## src/rtl/ram_bist_ctrl_if.sv

```systemverilog
// RAM port bundle between the BIST initiator (master) and the RAM (slave).
// Write side is registered in the master; read data returns combinationally.
interface ram_bist_ctrl_if #(
  parameter int ADDR_W = 4,
  parameter int DATA_W = 8
);
  logic              ram_we;
  logic [ADDR_W-1:0] ram_addr;
  logic [DATA_W-1:0] ram_wdata;
  logic [DATA_W-1:0] ram_rdata;

  modport master (
    output ram_we,
    output ram_addr,
    output ram_wdata,
    input  ram_rdata
  );

  modport slave (
    input  ram_we,
    input  ram_addr,
    input  ram_wdata,
    output ram_rdata
  );
endinterface

```

## src/rtl/ram_bist_ctrl.sv

```systemverilog
// RAM BIST initiator: two fill-and-verify passes (pattern, then inverted), pass/fail report.
// Optional first-failure capture (err_addr/err_data) when RAM_BIST_ERR_LOG_EN is defined.
module ram_bist_ctrl #(
  parameter int              ADDR_W  = 4,
  parameter int              DATA_W  = 8,
  parameter logic [DATA_W-1:0] PATTERN = DATA_W'(8'h5A)
) (
  input  logic                clk,
  input  logic                rst_n,
  input  logic                start,
  ram_bist_ctrl_if.master     ram,
  output logic                busy,
  output logic                done,
  output logic                pass
`ifdef RAM_BIST_ERR_LOG_EN
  ,
  output logic [ADDR_W-1:0]   err_addr,
  output logic [DATA_W-1:0]   err_data
`endif
);

  typedef enum logic [2:0] {
    IDLE = 3'd0,
    WR0  = 3'd1,
    RD0  = 3'd2,
    WR1  = 3'd3,
    RD1  = 3'd4,
    DONE = 3'd5
  } state_t;

  state_t            state_q;
  logic              we_q;
  logic [ADDR_W-1:0] addr_q;
  logic [DATA_W-1:0] wdata_q;
  logic              busy_q;
  logic              done_q;
  logic              pass_q;
  logic              fail_q;
`ifdef RAM_BIST_ERR_LOG_EN
  logic [ADDR_W-1:0] err_addr_q;
  logic [DATA_W-1:0] err_data_q;
`endif

  logic [ADDR_W-1:0] addr_d;
  logic              last_addr;
  logic              inv_pass;
  logic [DATA_W-1:0] rd_exp;
  logic              mismatch;

  // Pass 0 writes PATTERN ^ addr, pass 1 writes its complement.
  function automatic logic [DATA_W-1:0] exp_data(input logic [ADDR_W-1:0] a,
                                                 input logic               inv);
    logic [DATA_W-1:0] v;
    v = PATTERN ^ DATA_W'(a);
    return inv ? ~v : v;
  endfunction

  assign addr_d    = addr_q + ADDR_W'(1);
  assign last_addr = (addr_q == {ADDR_W{1'b1}});
  assign inv_pass  = (state_q == WR1) || (state_q == RD1);
  assign rd_exp    = exp_data(addr_q, inv_pass);
  assign mismatch  = (ram.ram_rdata != rd_exp);

  always_ff @(posedge clk or negedge rst_n) begin
    if (!rst_n) begin
      state_q    <= IDLE;
      we_q       <= 1'b0;
      addr_q     <= '0;
      wdata_q    <= '0;
      busy_q     <= 1'b0;
      done_q     <= 1'b0;
      pass_q     <= 1'b0;
      fail_q     <= 1'b0;
`ifdef RAM_BIST_ERR_LOG_EN
      err_addr_q <= '0;
      err_data_q <= '0;
`endif
    end else begin
      case (state_q)
        IDLE: begin
          done_q <= 1'b0;
          if (start) begin
            state_q    <= WR0;
            we_q       <= 1'b1;
            addr_q     <= '0;
            wdata_q    <= exp_data('0, 1'b0);
            busy_q     <= 1'b1;
            fail_q     <= 1'b0;
            pass_q     <= 1'b0;
`ifdef RAM_BIST_ERR_LOG_EN
            err_addr_q <= '0;
            err_data_q <= '0;
`endif
          end
        end
        WR0, WR1: begin
          if (last_addr) begin
            we_q    <= 1'b0;
            addr_q  <= '0;
            state_q <= (state_q == WR0) ? RD0 : RD1;
          end else begin
            addr_q  <= addr_d;
            wdata_q <= exp_data(addr_d, inv_pass);
          end
        end
        RD0, RD1: begin
          // Read data is compared in the cycle its address is presented.
          if (mismatch) begin
            fail_q <= 1'b1;
`ifdef RAM_BIST_ERR_LOG_EN
            if (!fail_q) begin
              err_addr_q <= addr_q;
              err_data_q <= ram.ram_rdata;
            end
`endif
          end
          if (last_addr) begin
            addr_q <= '0;
            if (state_q == RD0) begin
              state_q <= WR1;
              we_q    <= 1'b1;
              wdata_q <= exp_data('0, 1'b1);
            end else begin
              state_q <= DONE;
              busy_q  <= 1'b0;
              done_q  <= 1'b1;
              pass_q  <= ~(fail_q | mismatch);
            end
          end else begin
            addr_q <= addr_d;
          end
        end
        DONE: begin
          done_q  <= 1'b0;
          state_q <= IDLE;
        end
        default: begin
          state_q <= IDLE;
          we_q    <= 1'b0;
          busy_q  <= 1'b0;
          done_q  <= 1'b0;
        end
      endcase
    end
  end

  assign ram.ram_we    = we_q;
  assign ram.ram_addr  = addr_q;
  assign ram.ram_wdata = wdata_q;
  assign busy          = busy_q;
  assign done          = done_q;
  assign pass          = pass_q;
`ifdef RAM_BIST_ERR_LOG_EN
  assign err_addr      = err_addr_q;
  assign err_data      = err_data_q;
`endif

endmodule

```

## src/flat_wrapper.sv

```systemverilog
// flat-port wrapper written by rule: the top's interface ports become plain ports
module ram_bist_ctrl_flat 
#(
  parameter int              ADDR_W  = 4,
  parameter int              DATA_W  = 8,
  parameter logic [DATA_W-1:0] PATTERN = DATA_W'(8'h5A)
)
  (clk, rst_n, start, busy, done, pass, ram_ram_we, ram_ram_addr, ram_ram_wdata, ram_ram_rdata);
  ram_bist_ctrl_if #(.ADDR_W(ADDR_W), .DATA_W(DATA_W)) ram_i ();
  input  logic clk;
  input  logic rst_n;
  input  logic start;
  output logic busy;
  output logic done;
  output logic pass;
  output wire logic [$bits(ram_i.ram_we)-1:0] ram_ram_we;
  output wire logic [$bits(ram_i.ram_addr)-1:0] ram_ram_addr;
  output wire logic [$bits(ram_i.ram_wdata)-1:0] ram_ram_wdata;
  input wire logic [$bits(ram_i.ram_rdata)-1:0] ram_ram_rdata;
  assign ram_ram_we = ram_i.ram_we;
  assign ram_ram_addr = ram_i.ram_addr;
  assign ram_ram_wdata = ram_i.ram_wdata;
  assign ram_i.ram_rdata = ram_ram_rdata;
  ram_bist_ctrl #(.ADDR_W(ADDR_W), .DATA_W(DATA_W), .PATTERN(PATTERN)) u_core (.clk(clk), .rst_n(rst_n), .start(start), .ram(ram_i), .busy(busy), .done(done), .pass(pass));
endmodule
```

## config.mk

```make
export PLATFORM = sky130hd
export DESIGN_NAME = ram_bist_ctrl_flat
export DESIGN_NICKNAME = d
export VERILOG_FILES = /design/src/rtl/ram_bist_ctrl_if.sv /design/src/rtl/ram_bist_ctrl.sv /design/src/flat_wrapper.sv
export SDC_FILE = /design/constraint.sdc
export NUM_CORES = 1
export LEC_CHECK = 0
export CAP_MARGIN = 20
export CORE_ASPECT_RATIO = 0.7
export CORE_MARGIN = 2
export CORE_UTILIZATION = 35
export CTS_CLUSTER_DIAMETER = 40
export DETAILED_ROUTE_END_ITERATION = 12
export PLACE_DENSITY_LB_ADDON = 0.05
export SKIP_CTS_REPAIR_TIMING = 1
export SKIP_LAST_GASP = 1
export SLEW_MARGIN = 10
export SYNTH_ARGS = -nofsm -noshare
export SYNTH_HDL_FRONTEND = slang
export SYNTH_SLANG_ARGS = --single-unit
```

## constraint.sdc

```tcl
create_clock -name clk -period 2.54 [get_ports clk]
set_clock_uncertainty 0.1 [all_clocks]
set_input_delay 0.508 -clock clk [delete_from_list [all_inputs] [get_ports clk]]
set_output_delay 0.508 -clock clk [all_outputs]
set_load 0.03 [all_outputs]
```

## Yosys cells after proc, flatten, opt, wreduce, memory -nomap -nowiden

Index checks and enable logic that the tools add are counted.
Widths: inputs -> output; s select.

- Bitwise logic cells: 9
- Add/sub/neg operators: 1
- Equality and inequality tests: 14
- Reduce and logical (&&, ||, !) cells: 17
- Mux-type cells: 33

Operators with widths:

| operator | count |
|---|---|
| $mux 8 | 6 |
| $pmux 8 s3 | 1 |
| $not 7->8 | 2 |
| $mux 3 | 5 |
| $mux 1 | 12 |
| $reduce_and 5->1 | 2 |
| $pmux 3 s3 | 1 |
| $reduce_and 3->1 | 3 |
| $mux 4 | 2 |
| $ne 2x1->1 const B | 4 |
| $ne 8x8->1 | 1 |
| $not 2->4 | 2 |
| $pmux 4 s2 | 1 |
| $reduce_and 4->1 | 2 |
| $eq 3x2->1 const B | 2 |
| $eq 3x3->1 const B | 2 |
| $ne 2x2->1 const B | 3 |
| $pmux 1 s2 | 3 |
| $add 4x1->4 const B | 1 |
| $eq 4x4->1 const B | 1 |
| $not 1->1 | 4 |
| $pmux 1 s4 | 1 |
| $reduce_bool 2->1 | 2 |
| $reduce_or 2->1 | 2 |
| 9 further kinds | 9 |

- Register bits after elaboration: 20

## Depth between registers and ports, before layout

Gate-level depths: netlist of run 1.

- Word-level depth: 9
- Gate-level depth with buffers: 8
- Gate-level depth less buffers: 6

## Least setup slack after synthesis of run 1

Ideal clock, no wire load.

- Kind: reg2reg
- From: reg u_core.addr_q[1], in the netlist u_core.ram.ram_addr[1]
- To: reg u_core.wdata_q[6], in the netlist u_core.ram.ram_wdata[6]
- Stages on the path, launching flop included: 9
- Clock period less this slack: 2,070 ps
- Path slack: 470 ps
- Buffers on the path: 2
- Arrival: 1,835 ps
- Required time: 2,305 ps
- Cells stage by stage: dfrtp_1 -> ha_1 -> and3_1 -> buf_4 -> nand2_1 -> a221o_1 -> buf_2 -> nand2_1 -> o21ai_1

- Word-level cells in the longest chain between the ends: 3

RTL lines:

| what | RTL line | text |
|---|---|---|
| start, declared | ram_bist_ctrl.sv:33 | `logic [ADDR_W-1:0] addr_q;` |
| start signal, assigned | ram_bist_ctrl.sv:102 | `addr_q <= addr_d;` |
| start signal, assigned | ram_bist_ctrl.sv:130 | `addr_q <= addr_d;` |
| $eq 4x4->1 * | ram_bist_ctrl.sv:59 | `assign last_addr = (addr_q == {ADDR_W{1'b1}});` |
| $ne 2x1->1 (no line) or $ne 2x2->1 (tied branches) | n/a |  |
| $reduce_and 5->1 (no line) * | n/a |  |
| end signal, assigned | ram_bist_ctrl.sv:86 | `wdata_q <= exp_data('0, 1'b0);` |
| end signal, assigned | ram_bist_ctrl.sv:103 | `wdata_q <= exp_data(addr_d, inv_pass);` |
| end signal, assigned | ram_bist_ctrl.sv:122 | `wdata_q <= exp_data('0, 1'b1);` |
| end, declared | ram_bist_ctrl.sv:34 | `logic [DATA_W-1:0] wdata_q;` |

Mark *: on every way between the ends. The rest lies on a longest branch, timed or not.
A chain may end at the register's enable or synchronous reset.

## Final worst setup path of run 1

- From: reg u_core.addr_q[3], in the netlist u_core.ram.ram_addr[3]
- To: out ram_ram_addr[3]

RTL lines:

| what | RTL line | text |
|---|---|---|
| end, declared | flat_wrapper.sv:17 | `output wire logic [$bits(ram_i.ram_addr)-1:0] ram_ram_addr;` |

No word-level cell between the ends.

==> results of run 1 <==
-- registers in the layout, indices dropped and copies added (netlist names) --
name and flops:
u_core.busy 1, u_core.done 1, u_core.fail_q 1, u_core.pass 1, u_core.ram.ram_addr 4, u_core.ram.ram_wdata 6
u_core.ram.ram_we 1, u_core.state_q 3
-- worst paths after layout --
| path | startpoint | to | depth (start not counted) |
|---|---|---|---|
| max | u_core.ram.ram_addr[3]$_DFFE_PN0P_ | ram_ram_addr[3] | 1 |
| min | u_core.state_q[2]$_DFFE_PN0P_ | u_core.state_q[1]$_DFFE_PN0P_ | 1 |
| max reg2reg | u_core.ram.ram_addr[1]$_DFFE_PN0P_ | u_core.ram.ram_wdata[1]$_DFFE_PN0P_ | 6 |
| min reg2reg | u_core.state_q[2]$_DFFE_PN0P_ | u_core.state_q[1]$_DFFE_PN0P_ | 1 |
| max in group asynchronous | rst_n | u_core.ram.ram_addr[3]$_DFFE_PN0P_ | 2 |
| min in group asynchronous | rst_n | u_core.ram.ram_wdata[0]$_DFFE_PN0P_ | 2 |
-- cell type report --
| type | instances | area (sq um) |
|---|---|---|
| multi-input combinational | 100 | 628 |
| inverter | 5 | 18.8 |
| fill | 307 | 1660 |
| sequential | 18 | 450 |
| tap | 38 | 47.5 |
| clock buffer | 3 | 41.3 |
| timing repair buffer | 34 | 320 |
-- placed cells by master (no fill, tap or decap), types with 3 or more instances in the layout --
master	Yosys	layout
inv_1	5	5
dfrtp_1	18	18
o21ai_0	6	6
clkdlybuf4s50_1	0	26
nor2_1	13	13
a21oi_1	11	11
buf_4	3	8
nand2_1	16	16
o22ai_1	4	4
clkbuf_8	0	3
nand3_1	4	4
xnor2_1	7	7
o21ai_1	5	5
-- per-layer routing --
| metal | track usage | up-vias | wire, microns |
|---|---|---|---|
| li1 | - | 524 | - |
| met1 | 0.232 | 517 | 1500 |
| met2 | 0.239 | 37 | 1240 |
| met3 | 0.0404 | 2 | 161 |
| met4 | 0.0185 | 0 | 8 |
| met5 | 0 | - | 0 |
-- cells by family (layout without fill, tap and decap cells) --
kind of cell,count (synthesis),after routing,share of synthesized area
AND/OR/NAND/NOR,45,45,0.194
XOR/XNOR,9,9,0.0676
AO/OA/AOI/OAI,41,41,0.220
adder cells (fa/ha/maj),1,1,0.0107
buffers and inverters,17,42,0.0751
multiplexers,4,4,0.0461
flip-flops,18,18,0.386
-- per-stage QoR --
step | worst slack (ns) | std cells | area, sq um | power, mW
floorplan | 0.470 | 135 | 1170 | 0.302
global placement | 0.210 | 195 | 1470 | 0.328
detailed placement | 0.147 | 195 | 1470 | 0.330
CTS | 0.385 | 198 | 1510 | 0.533
global route | 0.328 | 198 | 1510 | 0.547
finish | 0.393 | 198 | 1510 | 0.526
-- power by group through the flow --
stage	clock network (mW)	logic, mW	registers (mW)
6_report	0.202	0.0370	0.287
5_1_grt	0.220	0.0405	0.286
4_1_cts	0.210	0.0375	0.286
3_5_place_dp	0	0.0375	0.292
3_3_place_gp	0	0.0363	0.292
2_1_floorplan	0	0.0104	0.292
==> impl_metrics.env, run 1 <==
export IMPL_cts_root_buf="clkbuf_8"
export IMPL_p_clk_frac=0.384
export IMPL_cp_required_ns=1.93
export IMPL_path_max_fanout=10
export IMPL_min_period_ns=2.15
export IMPL_drc=0
export IMPL_ys_top_cells_by_count="18 x dfrtp_1, 16 x nand2_1, 13 x nor2_1"
export IMPL_rsz0062_at_grt="false"
export IMPL_fp_dieArea_sq_mm=0.00382
export IMPL_grt_max_degree=19
export IMPL_cts_sinks=18
export IMPL_report_final_setup_viol=0
export IMPL_crit_path_start_kind="flip-flop"
export IMPL_syn_inst=135
export IMPL_arrival_ns=1.54
export IMPL_syn_mean_instance_area_sq_um=8.64
export IMPL_fin_util=0.475
export IMPL_cts_tree="done"
export IMPL_track_usage=0.158
export IMPL_drtPass1Iterations=4
export IMPL_fin_nets=174
export IMPL_crit_buf_inv=1
export IMPL_power_density_mw_per_mm2=349
export IMPL_crit_type="flip-flop to output port"
export IMPL_setup_tns_ns=0
export IMPL_antenna_found_initial=0
export IMPL_synth_distinct_cells=43
export IMPL_final_antenna_net_count=0
export IMPL_die_y_microns=52.3
export IMPL_clkLatencyLatePin_ns=0.25
export IMPL_wl_per_cell_microns=14.7
export IMPL_core_area_sq_mm=0.00317
export IMPL_drtIter0Drc=88
export IMPL_internal_power_uw=412
export IMPL_dieWidth_microns=73.0
export IMPL_netSwitchingFraction=0.215
export IMPL_crit_chain="clkdlybuf4s50_1"
export IMPL_num_rows=17
export IMPL_tightestPinTransition_ns=0.349
export IMPL_grt_overflow_total=0
export IMPL_p_seq_frac=0.545
export IMPL_cp_end_kind="output port"
export IMPL_synth_edf_count=0
export IMPL_cts_clk_slew_worst_paths_ns=0.07
export IMPL_yosysMostFrequentCell="dfrtp_1"
export IMPL_syn2layout_area_growth_pct=29.2
export IMPL_synth_area_sq_mm=0.00117
export IMPL_slew_headroom=0.767
export IMPL_port_buffers=26
export IMPL_rrSetupSlack_ns=0.52
export IMPL_drive_above_1_share=0.113
export IMPL_synth_nets=147
export IMPL_io_pins=27
export IMPL_yosysWarnings=0
export IMPL_grt_pass1_vias=960
export IMPL_p_sw_uw=113
export IMPL_num_vias=1080
export IMPL_fin_hold_ws_ns=0.336
export IMPL_grt_pass1_wl_microns=4600
export IMPL_htreeDepth=1
export IMPL_ys_seq_elements=18
export IMPL_drv_cap=0
export IMPL_worst_path_largest_cell_delay_ns=0.74
export IMPL_vias_per_cell=5.45
export IMPL_cp_top_family="buffers and inverters"
export IMPL_start_util=0.368
export IMPL_power_leakage_nw=0.625
export IMPL_finalWeightedCongestion=0.806
export IMPL_synth_ff_type="dfrtp_1"
export IMPL_dp_hpwl_microns=2130
export IMPL_numCtsBuffers=3
export IMPL_synth_top_area_frac=0.386
export IMPL_n_antenna_cell=0
export IMPL_combPwrFrac=0.070
export IMPL_max_vdd_ir_drop_v=0.000186
export IMPL_ys_top_cells_by_area="dfrtp_1 39%, xnor2_1 5.3%, nand2_1 5.2%"
export IMPL_timing_fmax_ghz=0.466
export IMPL_critPathSlowestCell="clkdlybuf4s50_1"
export IMPL_run_status="finished, final reports clean"
export IMPL_period_share=0.845
export IMPL_drt_wl_total_microns=2900
export IMPL_synth_area_leader_cell="dfrtp_1"
export IMPL_ys_async_sr_fraction=1.00
export IMPL_finalHoldViolCount=0
export IMPL_cts_buffer_depth=2
export IMPL_hold_class="flip-flop to flip-flop"
export IMPL_yosysSeqAreaShare=0.386
export IMPL_slew_violations=0
(Power assumes the default switching activity.)
==> inputs of run 2 (changes only) <==
- clock period: 2.54 -> 2.1 ns (I/O delays scaled with it)
==> run 2 against run 1 <==
Compared with the run above: critical path depth up 5; clock power up 42%; setup slack worse by 0.31 ns; first-iteration DRC count down 45%; largest cell class unchanged; critical path type is now input pin to flip-flop; global-route usage up 0.80 points; utilization up 1.9 points; combinational power up 31%; sequential share of layout area down 1.1 points; worst hold slack better by 0.048 ns; clock-buffer cell count up 1; final cell count up 3.5%.
==> impl_metrics.env, run 2 (synthesis results as in run 1) <==
export IMPL_cp_startpoint="ram_ram_rdata[7]"
export IMPL_fin_ws_ns=0.0844
export IMPL_grt_pass1_vias=989
export IMPL_die_y_microns=52.3
export IMPL_core_area_sq_mm=0.00317
export IMPL_finalWeightedCongestion=0.879
export IMPL_layout_common_cells="26 x clkdlybuf4s50_1, 18 x dfrtp_1, 16 x nand2_1"
export IMPL_timing_fmax_ghz=0.496
export IMPL_wl_per_cell_microns=14.3
export IMPL_start_util=0.368
export IMPL_endpoint="u_core.pass$_DFFE_PN0P_"
export IMPL_numCtsBuffers=3
export IMPL_path_max_fanout=2
export IMPL_finalHoldViolCount=0
export IMPL_hold_class="flip-flop to flip-flop"
export IMPL_drtPass1Iterations=4
export IMPL_cts_tree="done"
export IMPL_dp_slack_ns=-0.190
export IMPL_htreeDepth=1
export IMPL_dieWidth_microns=73.0
export IMPL_post_place_cells=201
export IMPL_grt_max_degree=19
export IMPL_largest_register_ffs=6
export IMPL_tightestPinTransition_ns=0.351
export IMPL_crit_path_start_kind="input pin"
export IMPL_cts_clk_slew_worst_paths_ns=0.07
export IMPL_slew_violations=0
export IMPL_io_pins=27
export IMPL_timing_rr_start="u_core.state_q[1]$_DFFE_PN0P_"
export IMPL_final_antenna_net_count=0
export IMPL_stdcell_count=205
export IMPL_syn2layout_area_growth_pct=34.2
export IMPL_r2r_end="u_core.pass$_DFFE_PN0P_"
export IMPL_rsz0062_at_grt="false"
export IMPL_crit_type="input pin to flip-flop"
export IMPL_clkLatencyLatePin_ns=0.25
export IMPL_drtIter0Drc=48
export IMPL_vias_per_cell=5.23
export IMPL_max_vdd_ir_drop_v=0.000226
export IMPL_cts_buffer_depth=2
export IMPL_drc=0
export IMPL_cts_sinks=18
export IMPL_dpl_cell_area_sq_mm=0.00151
export IMPL_fin_hold_ws_ns=0.384
export IMPL_drive_above_1_share=0.150
export IMPL_mostFrequentLayoutCell="clkdlybuf4s50_1"
export IMPL_num_vias=1072
export IMPL_cp_required_ns=2.19
export IMPL_cts_root_buf="clkbuf_8"
export IMPL_period_share=0.960
export IMPL_rrSetupSlack_ns=0.25
export IMPL_run_status="finished, final reports clean"
export IMPL_num_rows=17
export IMPL_antenna_found_initial=0
export IMPL_cp_end_kind="flip-flop"
export IMPL_r2r_worst_path_cells=5
export IMPL_power_leakage_nw=0.663
export IMPL_dp_hpwl_microns=2240
export IMPL_slew_headroom=0.766
export IMPL_fin_nets=180
export IMPL_arrival_ns=2.11
export IMPL_report_final_setup_viol=0
export IMPL_drt_wl_total_microns=2930
export IMPL_drv_cap=0
export IMPL_min_period_ns=2.02
export IMPL_port_buffers=26
export IMPL_track_usage=0.166
export IMPL_final_area_sq_mm=0.00157
export IMPL_power_density_mw_per_mm2=436
export IMPL_fp_dieArea_sq_mm=0.00382
export IMPL_grt_pass1_wl_microns=4840
export IMPL_grt_overflow_total=0
export IMPL_n_antenna_cell=0
[run 2: metal layers]
layer | vias to the layer above | GRT usage | part of all wire
li1 | 539 | - | -
met1 | 504 | 0.248 | 0.53
met2 | 27 | 0.240 | 0.43
met3 | 2 | 0.0462 | 0.036
met4 | 0 | 0.0216 | 0.0044
met5 | - | 0 | 0
[run 2: critical path, cell delays in order]
cell             delay, ns
clkdlybuf4s50_1       0.47
or4bb_1               0.49
nor3_2                0.11
mux2i_1               0.10
nor4_2                0.30
a41o_1                0.21
[run 2: worst min-delay path by stage]
stage                                         from                                   to  slack, ns  depth (start not counted)
6_report       u_core.ram.ram_wdata[3]$_DFFE_PN0P_  u_core.ram.ram_wdata[3]$_DFFE_PN0P_       0.38                          2
5_1_grt                                      rst_n  u_core.ram.ram_wdata[3]$_DFFE_PN0P_       0.42                          2
4_1_cts        u_core.ram.ram_wdata[3]$_DFFE_PN0P_  u_core.ram.ram_wdata[3]$_DFFE_PN0P_       0.39                          2
3_5_place_dp   u_core.ram.ram_wdata[3]$_DFFE_PN0P_  u_core.ram.ram_wdata[3]$_DFFE_PN0P_       0.37                          2
3_3_place_gp   u_core.ram.ram_wdata[3]$_DFFE_PN0P_  u_core.ram.ram_wdata[3]$_DFFE_PN0P_       0.37                          2
2_1_floorplan                                rst_n              u_core.busy$_DFFE_PN0P_       0.02                          0
[run 2: layout make-up]
class / instances / area, sq um
Inverter: 5 / 18.8
Fill cell: 313 / 1600
Tap cell: 38 / 47.5
Multi-Input combinational cell: 100 / 628
Clock buffer: 4 / 55.1
Sequential cell: 18 / 450
Timing Repair Buffer: 40 / 365
[run 2: report_power, final]
group | leakage (nW) | internal, mW | switching [mW]
sequential | 0.211 | 0.346 | 0
clock | 0.0288 | 0.167 | 0.121
combinational | 0.423 | 0.0283 | 0.0199
[run 2: metrics by stage]
step,power [mW],util,setup TNS [ns]
6_report,0.682,0.494,0
5_1_grt,0.714,0.494,0
4_1_cts,0.693,0.494,0
3_5_place_dp,0.402,0.477,-0.315
3_3_place_gp,0.402,0.477,-0.249
2_1_floorplan,0.366,-,0
==> inputs of run 3 (changes only) <==
- PLACE_DENSITY: unset -> 0.62
- PLACE_DENSITY_LB_ADDON: 0.05 -> unset
- SETUP_SLACK_MARGIN: unset -> 0.2
==> run 3 against run 2 <==
Compared with the run above: sequential share of layout area decreased by 0.91 points; die area unchanged; routed wire length increased by 2.8%; worst hold slack got worse by 0.0058 ns; final area increased by 4.4%; maximum frequency increased by 5.9%; critical endpoint unchanged.
==> impl_metrics.env, run 3 (synthesis results as in run 1) <==
export IMPL_run_status="finished, final reports clean"
export IMPL_syn2layout_area_growth_pct=40.1
export IMPL_p_seq_frac=0.500
export IMPL_final_antenna_net_count=0
export IMPL_drtPass1Iterations=4
export IMPL_power_density_mw_per_mm2=424
export IMPL_cp_required_ns=2.21
export IMPL_io_pins=27
export IMPL_num_rows=17
export IMPL_mostFrequentLayoutCell="clkdlybuf4s50_1"
export IMPL_period_share=0.906
export IMPL_drv_cap=0
export IMPL_port_buffers=26
export IMPL_grt_pass1_wl_microns=4880
export IMPL_numCtsBuffers=3
export IMPL_dp_slack_ns=-0.200
export IMPL_cts_sinks=18
export IMPL_crit_type="flip-flop to flip-flop"
export IMPL_netSwitchingFraction=0.220
export IMPL_largest_register_ffs=6
export IMPL_drive_above_1_share=0.193
export IMPL_p_sw_uw=152
export IMPL_die_y_microns=52.3
export IMPL_arrival_ns=2.01
export IMPL_min_period_ns=1.90
export IMPL_clkLatencyLatePin_ns=0.27
export IMPL_slew_headroom=0.748
export IMPL_drtIter0Drc=48
export IMPL_grt_met3_usage=0.0519
export IMPL_grt_pass1_vias=1001
export IMPL_dieWidth_microns=73.0
export IMPL_p_clk_frac=0.431
export IMPL_met2_usage=0.251
export IMPL_htreeDepth=1
export IMPL_num_vias=1108
export IMPL_layout_common_cells="18 x clkdlybuf4s50_1, 16 x nand2_1, 14 x dfrtp_1"
export IMPL_n_antenna_cell=0
export IMPL_use_met1=0.238
export IMPL_finalHoldViolCount=0
export IMPL_cts_root_buf="clkbuf_8"
export IMPL_vias_per_cell=5.43
export IMPL_power_leakage_nw=0.737
export IMPL_finalWeightedCongestion=0.863
export IMPL_drc=0
export IMPL_stdcell_count=204
export IMPL_grt_busiest_layer="met2"
export IMPL_hold_class="input pin to asynchronous set/reset pin"
export IMPL_internal_power_uw=540
export IMPL_post_place_cells=196
export IMPL_cts_buffer_depth=2
export IMPL_fp_dieArea_sq_mm=0.00382
export IMPL_setup_tns_ns=0
export IMPL_fin_ws_ns=0.196
export IMPL_path_max_fanout=4
export IMPL_wl_per_cell_microns=14.8
export IMPL_cts_clk_slew_worst_paths_ns=0.07
export IMPL_max_vdd_ir_drop_v=0.000338
export IMPL_grt_overflow_total=0
export IMPL_report_final_setup_viol=0
export IMPL_slew_violations=0
export IMPL_fin_nets=179
export IMPL_rsz0062_at_grt="true"
export IMPL_timing_fmax_ghz=0.525
export IMPL_dp_hpwl_microns=2170
export IMPL_tightestPinTransition_ns=0.374
export IMPL_cp_end_kind="flip-flop"
export IMPL_track_usage=0.171
export IMPL_grt_max_degree=19
export IMPL_combPwrFrac=0.069
export IMPL_drt_wl_total_microns=3010
export IMPL_rrSetupSlack_ns=0.20
export IMPL_cts_tree="done"
export IMPL_crit_path_start_kind="flip-flop"
export IMPL_core_area_sq_mm=0.00317
export IMPL_start_util=0.368
export IMPL_antenna_found_initial=0
run 3: cell types whose count changed in the layout (fill, tap and decap cells not counted), moves of 2 or more:
cell / previous run / this run
dfrtp_2: 0 / 4
buf_4: 14 / 11
clkdlybuf4s50_1: 26 / 18
buf_6: 0 / 2
dlymetal6s2s_1: 0 / 8
dfrtp_1: 18 / 14
run 3: area by class of cell:
class	instances	area, sq um
Fill cell	282	1540
Clock buffer	4	55.1
Tap cell	38	47.5
Sequential cell	18	455
Timing Repair Buffer	39	385
Multi-Input combinational cell	100	668
Inverter	5	22.5
run 3: stage by stage:
stage / hold WS, ns / util / total power [mW] / instance area [sq um]
2_1_floorplan: 0.0244 / - / 0.366 / 1180
3_3_place_gp: 0.372 / 0.470 / 0.399 / 1490
3_5_place_dp: 0.383 / 0.470 / 0.401 / 1490
4_1_cts: 0.390 / 0.488 / 0.697 / 1550
5_1_grt: 0.421 / 0.516 / 0.713 / 1630
6_report: 0.378 / 0.516 / 0.693 / 1630
run 3: critical path, cell delays in order (launching register included):
cell	delay [ns]
dfrtp_1	0.39
or3b_4	0.44
o21ai_4	0.09
mux2_4	0.33
nor4_4	0.30
a41o_1	0.20
run 3: power groups by stage:
stage | Combinational [mW] | Clock, mW | Sequential (mW)
floorplan | 0.0125 | 0 | 0.353
global placement | 0.0463 | 0 | 0.353
detailed placement | 0.0480 | 0 | 0.353
CTS | 0.0481 | 0.302 | 0.346
global route | 0.0532 | 0.313 | 0.346
finish | 0.0481 | 0.298 | 0.346
run 3: worst paths after layout:
check	start	to	cells after the start
worst max-delay path	u_core.state_q[0]$_DFFE_PN0P_	u_core.pass$_DFFE_PN0P_	5
worst min-delay path	rst_n	u_core.fail_q$_DFFE_PN0P_	2
worst max register to register	u_core.state_q[0]$_DFFE_PN0P_	u_core.pass$_DFFE_PN0P_	5
worst min register to register	u_core.ram.ram_wdata[0]$_DFFE_PN0P_	u_core.ram.ram_wdata[0]$_DFFE_PN0P_	2
max in group asynchronous	rst_n	u_core.ram.ram_addr[0]$_DFFE_PN0P_	2
min in group clk	u_core.ram.ram_wdata[0]$_DFFE_PN0P_	u_core.ram.ram_wdata[0]$_DFFE_PN0P_	2
run 3: per-layer routing:
| metal | vias up | wire, microns |
|---|---|---|
| met5 | - | 0 |
| met4 | 0 | 36 |
| met3 | 5 | 135 |
| met2 | 23 | 1360 |
| met1 | 544 | 1480 |
| li1 | 536 | - |
